**src/rtl/fetch_sequencer_if.sv**
```systemverilog
// Fetch-to-environment bundle: instruction memory port, decode handshake,
// branch redirect and status. master = sequencer side, slave = memory/decode/execute side.
interface fetch_sequencer_if #(
    parameter int unsigned INSTRUCTION_SIZE      = 16,
    parameter int unsigned INSTRUCTION_ADDR_SIZE = 10,
    parameter int unsigned COUNT_WIDTH           = 16
);
    logic                             start;
    logic [INSTRUCTION_ADDR_SIZE-1:0] imem_addr;
    logic [INSTRUCTION_SIZE-1:0]      imem_data;
    logic [INSTRUCTION_SIZE-1:0]      instr;
    logic                             instr_valid;
    logic                             instr_ready;
    logic                             redirect;
    logic [INSTRUCTION_ADDR_SIZE-1:0] redirect_addr;
    logic [INSTRUCTION_ADDR_SIZE-1:0] pc;
    logic                             halted;
    logic [COUNT_WIDTH-1:0]           instr_count;

    modport master (
        input  start,
        input  imem_data,
        input  instr_ready,
        input  redirect,
        input  redirect_addr,
        output imem_addr,
        output instr,
        output instr_valid,
        output pc,
        output halted,
        output instr_count
    );

    modport slave (
        output start,
        output imem_data,
        output instr_ready,
        output redirect,
        output redirect_addr,
        input  imem_addr,
        input  instr,
        input  instr_valid,
        input  pc,
        input  halted,
        input  instr_count
    );
endinterface

```
**src/rtl/fetch_sequencer.sv**
```systemverilog
// Instruction fetch sequencer: owns the PC, reads a combinational instruction
// memory, presents words to decode on valid/ready, handles redirects and HLT.
module fetch_sequencer #(
    parameter int unsigned INSTRUCTION_SIZE      = 16,
    parameter int unsigned INSTRUCTION_ADDR_SIZE = 10,
    parameter logic [3:0]  HLT_OPCODE            = 4'b0001,
    parameter int unsigned COUNT_WIDTH           = 16
) (
    input logic               clk,
    input logic               rst,
    fetch_sequencer_if.master bus
);

    typedef enum logic [1:0] {
        S_IDLE,
        S_FETCH,
        S_ISSUE,
        S_HALTED
    } state_e;

    state_e                           state_q, state_d;
    logic [INSTRUCTION_ADDR_SIZE-1:0] pc_q, pc_d;
    logic [INSTRUCTION_SIZE-1:0]      instr_q, instr_d;
    logic                             valid_q, valid_d;
    logic                             halted_q, halted_d;
    logic [COUNT_WIDTH-1:0]           count_q, count_d;

    logic xfer;
    logic is_hlt;

    assign xfer   = valid_q && bus.instr_ready;
    assign is_hlt = (instr_q[INSTRUCTION_SIZE-1 -: 4] == HLT_OPCODE);

    always_ff @(posedge clk or posedge rst) begin
        if (rst) begin
            state_q  <= S_IDLE;
            pc_q     <= '0;
            instr_q  <= '0;
            valid_q  <= 1'b0;
            halted_q <= 1'b0;
            count_q  <= '0;
        end else begin
            state_q  <= state_d;
            pc_q     <= pc_d;
            instr_q  <= instr_d;
            valid_q  <= valid_d;
            halted_q <= halted_d;
            count_q  <= count_d;
        end
    end

    always_comb begin
        state_d = state_q;
        unique case (state_q)
            S_IDLE:   if (bus.start) state_d = S_FETCH;
            S_FETCH:  state_d = bus.redirect ? S_FETCH : S_ISSUE;
            S_ISSUE: begin
                if (bus.redirect)       state_d = S_FETCH;
                else if (xfer && is_hlt) state_d = S_HALTED;
            end
            S_HALTED: if (bus.start) state_d = S_FETCH;
            default:  state_d = S_IDLE;
        endcase
    end

    always_comb begin
        pc_d     = pc_q;
        instr_d  = instr_q;
        valid_d  = valid_q;
        halted_d = halted_q;
        count_d  = count_q;
        unique case (state_q)
            S_IDLE, S_HALTED: begin
                if (bus.start) begin
                    pc_d     = '0;
                    count_d  = '0;
                    halted_d = 1'b0;
                end
            end
            S_FETCH: begin
                if (bus.redirect) begin
                    pc_d    = bus.redirect_addr;
                    valid_d = 1'b0;
                end else begin
                    instr_d = bus.imem_data;
                    valid_d = 1'b1;
                    pc_d    = pc_q + 1'b1;
                end
            end
            S_ISSUE: begin
                // Redirect wins over a same-cycle handshake: the transfer is squashed.
                if (bus.redirect) begin
                    pc_d    = bus.redirect_addr;
                    valid_d = 1'b0;
                end else if (xfer) begin
                    count_d = (&count_q) ? count_q : count_q + 1'b1;
                    if (is_hlt) begin
                        valid_d  = 1'b0;
                        halted_d = 1'b1;
                    end else begin
                        instr_d = bus.imem_data;
                        pc_d    = pc_q + 1'b1;
                    end
                end
            end
            default: begin
                valid_d = 1'b0;
            end
        endcase
    end

    assign bus.imem_addr   = pc_q;
    assign bus.pc          = pc_q;
    assign bus.instr       = instr_q;
    assign bus.instr_valid = valid_q;
    assign bus.halted      = halted_q;
    assign bus.instr_count = count_q;

endmodule
```
**src/flat_wrapper.sv**
```systemverilog
// flat-port wrapper written by rule: the top's interface ports become plain ports
module fetch_sequencer_flat 
#(
    parameter int unsigned INSTRUCTION_SIZE      = 16,
    parameter int unsigned INSTRUCTION_ADDR_SIZE = 10,
    parameter logic [3:0]  HLT_OPCODE            = 4'b0001,
    parameter int unsigned COUNT_WIDTH           = 16
)
  (clk, rst, bus_start, bus_imem_data, bus_instr_ready, bus_redirect, bus_redirect_addr, bus_imem_addr, bus_instr, bus_instr_valid, bus_pc, bus_halted, bus_instr_count);
  fetch_sequencer_if #(.INSTRUCTION_SIZE(INSTRUCTION_SIZE), .INSTRUCTION_ADDR_SIZE(INSTRUCTION_ADDR_SIZE), .COUNT_WIDTH(COUNT_WIDTH)) bus_i ();
  input logic clk;
  input logic rst;
  input wire logic [$bits(bus_i.start)-1:0] bus_start;
  input wire logic [$bits(bus_i.imem_data)-1:0] bus_imem_data;
  input wire logic [$bits(bus_i.instr_ready)-1:0] bus_instr_ready;
  input wire logic [$bits(bus_i.redirect)-1:0] bus_redirect;
  input wire logic [$bits(bus_i.redirect_addr)-1:0] bus_redirect_addr;
  output wire logic [$bits(bus_i.imem_addr)-1:0] bus_imem_addr;
  output wire logic [$bits(bus_i.instr)-1:0] bus_instr;
  output wire logic [$bits(bus_i.instr_valid)-1:0] bus_instr_valid;
  output wire logic [$bits(bus_i.pc)-1:0] bus_pc;
  output wire logic [$bits(bus_i.halted)-1:0] bus_halted;
  output wire logic [$bits(bus_i.instr_count)-1:0] bus_instr_count;
  assign bus_i.start = bus_start;
  assign bus_i.imem_data = bus_imem_data;
  assign bus_i.instr_ready = bus_instr_ready;
  assign bus_i.redirect = bus_redirect;
  assign bus_i.redirect_addr = bus_redirect_addr;
  assign bus_imem_addr = bus_i.imem_addr;
  assign bus_instr = bus_i.instr;
  assign bus_instr_valid = bus_i.instr_valid;
  assign bus_pc = bus_i.pc;
  assign bus_halted = bus_i.halted;
  assign bus_instr_count = bus_i.instr_count;
  fetch_sequencer #(.INSTRUCTION_SIZE(INSTRUCTION_SIZE), .INSTRUCTION_ADDR_SIZE(INSTRUCTION_ADDR_SIZE), .HLT_OPCODE(HLT_OPCODE), .COUNT_WIDTH(COUNT_WIDTH)) u_core (.clk(clk), .rst(rst), .bus(bus_i));
endmodule
```
**config.mk**
```make
export PLATFORM = sky130hd
export DESIGN_NAME = fetch_sequencer_flat
export DESIGN_NICKNAME = d
export VERILOG_FILES = /design/src/rtl/fetch_sequencer_if.sv /design/src/rtl/fetch_sequencer.sv /design/src/flat_wrapper.sv
export SDC_FILE = /design/constraint.sdc
export NUM_CORES = 1
export LEC_CHECK = 0
export CORE_UTILIZATION = 30
export DETAILED_ROUTE_END_ITERATION = 8
export GPL_ROUTABILITY_DRIVEN = 0
export SETUP_SLACK_MARGIN = 0.1
export SYNTH_ARGS = -nofsm -noshare
export SYNTH_HDL_FRONTEND = slang
export SYNTH_SLANG_ARGS = --single-unit
```
**constraint.sdc**
```tcl
create_clock -name clk -period 2.35 [get_ports clk]
set_clock_uncertainty 0.2 [all_clocks]
set_input_delay 0.47 -clock clk [delete_from_list [all_inputs] [get_ports clk]]
set_output_delay 0.47 -clock clk [all_outputs]
set_load 0.005 [all_outputs]
```
Yosys cells after proc, flatten, opt, wreduce, memory -nomap -nowiden --
Index checks and enable logic that the tools add are counted. W data, S select, Z words.
Word-level totals: flip-flop bits (word level) 46, latch bits 0, bits in writable memories 0, bits in read-only memories 0, bits of input ports 31, output and inout port bits 54, word-level logic and storage cells 67, memories kept 0
Cells by class: $add $sub $neg 2, $mul 0, div/mod/pow operators 0, magnitude comparators 0, eq/ne operators 15, shift-type cells 0, multiplexer cells 31, bitwise gates (word level) 0, reduce and logical (&&, ||, !) cells 13
Operators with widths (count):
- $mux W16 | 8
- $pmux W16 S2 | 2
- $mux W10 | 5
- $pmux W10 S3 | 1
- $add A16 B1 Y16 const B | 1
- $reduce_and A16 Y1 | 1
- $reduce_and A5 Y1 | 3
- $add A10 B1 Y10 const B | 1
- $ne A3 B2 Y1 const B | 3
- $mux W1 | 8
- $mux W2 | 4
- $ne A2 B2 Y1 const B | 4
- $ne A2 B1 Y1 const B | 3
- $pmux W2 S3 | 1
- $reduce_and A3 Y1 | 2
- $eq A2 B2 Y1 const B | 2
- $eq A4 B1 Y1 const B | 1
- $pmux W1 S2 | 2
- $reduce_bool A2 Y1 | 2
- $ne A3 B3 Y1 const B | 1
- $eq A2 B1 Y1 const B | 1
- $logic_and A1 B1 Y1 | 2
- $logic_not A2 Y1 | 1
- $reduce_and A2 Y1 | 1
- $reduce_or A2 Y1 | 1

Depth between registers and ports, before layout --
Gate-level depths: netlist of the first run.
word-level depth 5, depth in mapped cells 8, depth with buffers taken out 6

Least setup slack after synthesis of the first run --
Ideal clock, no wire load.
path type register to register, start reg u_core.state_q[0], end reg u_core.count_q[11] (netlist: u_core.bus.instr_count[11]), library setup time 124 ps, arrival 1804 ps, required time 2026 ps, setup slack 222 ps, stages on the path, launching flop included 9, path buffers 2, cell sequence dfrtp_1 inv_1 ha_1 buf_2 nor2_1 a211o_1 a21o_1 buf_2 a211o_1
Between the ends: word-level cells in the longest chain between the ends 4, elaborated cells between the ends (all ways) 11
RTL lines:
- start: declaration | line fetch_sequencer.sv:21 | state_e state_q, state_d;
- start signal: assignment | line fetch_sequencer.sv:43 | state_q <= state_d;
- $eq A2 B2 Y1 / $logic_not A2 Y1 (equally long branches) | line fetch_sequencer.sv:72 | unique case (state_q)
- $reduce_or A2 Y1 (no line)
- $ne A2 B1 Y1 (no line) / $reduce_bool A2 Y1 (equally long branches)
- $reduce_and A5 Y1 (no line)
- end signal: assignment | line fetch_sequencer.sv:48 | count_q <= count_d;
- end: declaration | line fetch_sequencer.sv:26 | logic [COUNT_WIDTH-1:0] count_q, count_d;
Parallel ways exist; a longest one is shown, timed or not. A chain may end at the register's enable or synchronous reset.

Final worst setup path of the first run --
start reg u_core.state_q[0], end reg u_core.count_q[15] (netlist: u_core.bus.instr_count[15])
Same word-level chain as after synthesis.

==> results of run 1 <==
## cell families (layout without fill, tap and decap cells)
group	after synthesis	after routing
multiplexers	19	19
AND/OR/NAND/NOR	79	79
XOR/XNOR	1	1
adder cells (fa/ha/maj)	5	5
AO/OA/AOI/OAI	77	77
flip-flops	46	46
buffers and inverters	38	130
## power breakdown
part	internal [mW]	switching, mW	total [mW]
logic	1.31	0.844	2.15
clock network	0.209	0.279	0.488
registers	1.05	0.282	1.33
total	2.57	1.41	3.97
## final timing paths
check	to	depth (start not counted)	from	slack, ns
min reg2reg	u_core.bus.instr[3]	1	u_core.bus.instr[3]	0.30
max	u_core.bus.instr_count[15]	6	u_core.state_q[0]	0.23
min in group clk	u_core.bus.instr[3]	1	u_core.bus.instr[3]	0.30
max reg2reg	u_core.bus.instr_count[15]	6	u_core.state_q[0]	0.23
max in group asynchronous	u_core.bus.instr_count[2]	3	rst	1.21
min	u_core.bus.instr[15]	2	rst	0.26
## cells in the mapped netlist, types with 4 or more instances
| cell | instances |
|---|---|
| nor3_1 | 7 |
| a22o_1 | 5 |
| o21ai_1 | 4 |
| nor2_1 | 10 |
| buf_2 | 4 |
| ha_1 | 5 |
| a21oi_1 | 8 |
| nand4_1 | 4 |
| inv_1 | 14 |
| nor2b_1 | 5 |
| mux2_1 | 6 |
| clkbuf_1 | 7 |
| nand2_1 | 17 |
| a22oi_1 | 4 |
| o21ai_0 | 10 |
| mux2_4 | 10 |
| dfrtp_1 | 46 |
| a21o_1 | 7 |
| nand3_1 | 7 |
| o22ai_1 | 4 |
| buf_4 | 10 |
## layer usage
| metal | routed length (µm) | GRT usage (%) |
|---|---|---|
| met5 | 0 | 0 |
| met4 | 78 | 5.05 |
| met3 | 288 | 2.75 |
| met2 | 3070 | 22.2 |
| met1 | 3230 | 20.1 |
## critical path, delay by kind of cell (launching register included)
family,cells,cell delay (ns)
AO/OA/AOI/OAI,3,0.88
adder cells (fa/ha/maj),1,0.23
buffers and inverters,1,0.13
flip-flops,1,0.41
AND/OR/NAND/NOR,1,0.16
## stage by stage
stage | TNS (ns) | utilization [%] | instance area, µm² | hold slack [ns]
5_1_grt | 0 | 43.8 | 3820 | 0.287
6_report | 0 | 43.8 | 3820 | 0.259
3_3_place_gp | -0.120 | 42.7 | 3720 | 0.277
2_1_floorplan | 0 | - | 2700 | 0.283
3_5_place_dp | -0.584 | 42.7 | 3720 | 0.279
4_1_cts | 0 | 43.7 | 3810 | 0.268
## flip-flops by register name, indices dropped and copies added, names as in the netlist
name                    cells
u_core.bus.imem_addr       10
u_core.bus.instr_count     16
u_core.bus.instr_valid      1
u_core.bus.halted           1
u_core.state_q              2
u_core.bus.instr           16
## final cells by class
type | instances | area, µm² | area share [%]
multi-input combinational | 181 | 1350 | 35.3
clock inverter | 3 | 21.3 | 0.556
sequential | 46 | 1150 | 30.1
tap | 108 | 135 | 3.53
inverter | 14 | 52.6 | 1.37
timing repair buffer | 108 | 1050 | 27.4
clock buffer | 5 | 68.8 | 1.80
==> results.cfg, run 1 <==
[outcome]
outcome = finished, final reports clean

[global_routing]
grt_usage_pct = 14.4
antenna_found_initial = 0
grt_pass1_vias = 2252
grt_max_degree = 31
overflow = 0
grt_pass1_wl_um = 11100

[timing]
period_share_pct = 90.1
tightest_slew_ns = 0.444
slew_viol_final = 0
min_period_ns = 2.12
rsz0062_at_grt = no
fin_ws_ns = 0.233
slew_headroom_pct = 70.1
fmax_mhz = 472
setup_viol = 0
hold_violations = 0

[cts]
numCtsBuffers = 5
htree_levels = 2
clock_path_buffers = 2
holdBufCountCts = 0
clockRootBuffer = clkbuf_8
clkSinkCount = 46
post-cts-setup-buffers = 0
clk_latency_ns = 0.30
cts_tree = built
cts.clk_slew.worst_paths_ns = 0.10
cts-resized-gates = 0

[setup_path]
max_stage_delay_ns = 0.41
worstSetupPathType = register to register
required_ns = 2.35
cp_max_fo = 10
path_common_cell = a211o_1
endpoint_kind = register
startpoint_type = register
cp_slowest_cell = dfrtp_1
arrival_ns = 2.12
path_cells = inv_1, ha_4, nor2b_1, a211o_1, a21o_1, a211o_1

[floorplan]
dieArea_mm2 = 0.00937
ios = 85
start_util_pct = 30.9
rows = 34
core_mm2 = 0.00872
die_width_um = 96.8
fp.dieH_um = 96.8

[yosys]
synth_simple_gate_area_share_pct = 17.2
yosysTopAreaCell = dfrtp_1
ys_ff_latch = 46
synth.area.mux_share_pct = 9.19
synth_top_area_share_pct = 42.7
synth_fp_nets = 301
synth-xor-area-share_pct = 0.325
synth_edf_count = 0
synthTopCellsByArea = dfrtp_1, mux2_4, buf_4
synthAdderAreaFrac_pct = 2.32
yosysWarnings = 0
synth_async_sr_flop_share_pct = 100
synth_compound_area_share_pct = 20.5
synth_seq_area_share_pct = 42.7
synth_top_family_by_area = compound AO/OA/AOI/OAI gates
synthFlopType = dfrtp_1
ys_types = 59
syn_area_mm2 = 0.00270
syn_inst = 265
syn_avg_cell_area_um2 = 10.2

[cells_and_area]
drive_gt1_share_pct = 13.7
final_common_cell = clkdlybuf4s50_1
synthToLayoutAreaGrowth_pct = 41.9
layoutNonFillerInstCount = 465
final_cell_mix = clkdlybuf4s50_1, dfrtp_1, buf_4
final_nets = 392
fillerInstances = 840
antennaDiodeCount = 0

[power]
p_total_mw = 3.97
power_leakage_nw = 1.62
power_density_mw_per_mm2 = 1040
vdd_drop_max_mv = 0.595

[place]
pre_cts_slack_ns = -0.0643
port-buffer-count = 84
dp_hpwl_um = 5030
dp.cells = 457

[drt]
ant_nets = 0
vias = 2373
drt_first_pass_iters = 4
wl_per_cell_um = 14.3
drc = 0
drtIter0Drc = 145
routed_wl_um = 6660
vias_per_cell = 5.10

[worst_hold_path]
min_path_type = input port to asynchronous set/reset pin

[job]
cap_violations = 0
Power figures use the tool's default switching activity.
==> inputs of run 2 (changes only) <==
Settings changed: CTS_CLUSTER_SIZE set to 28.
==> results of run 2 <==
No change in the layout: final DEF, timing and power equal those of run 1.
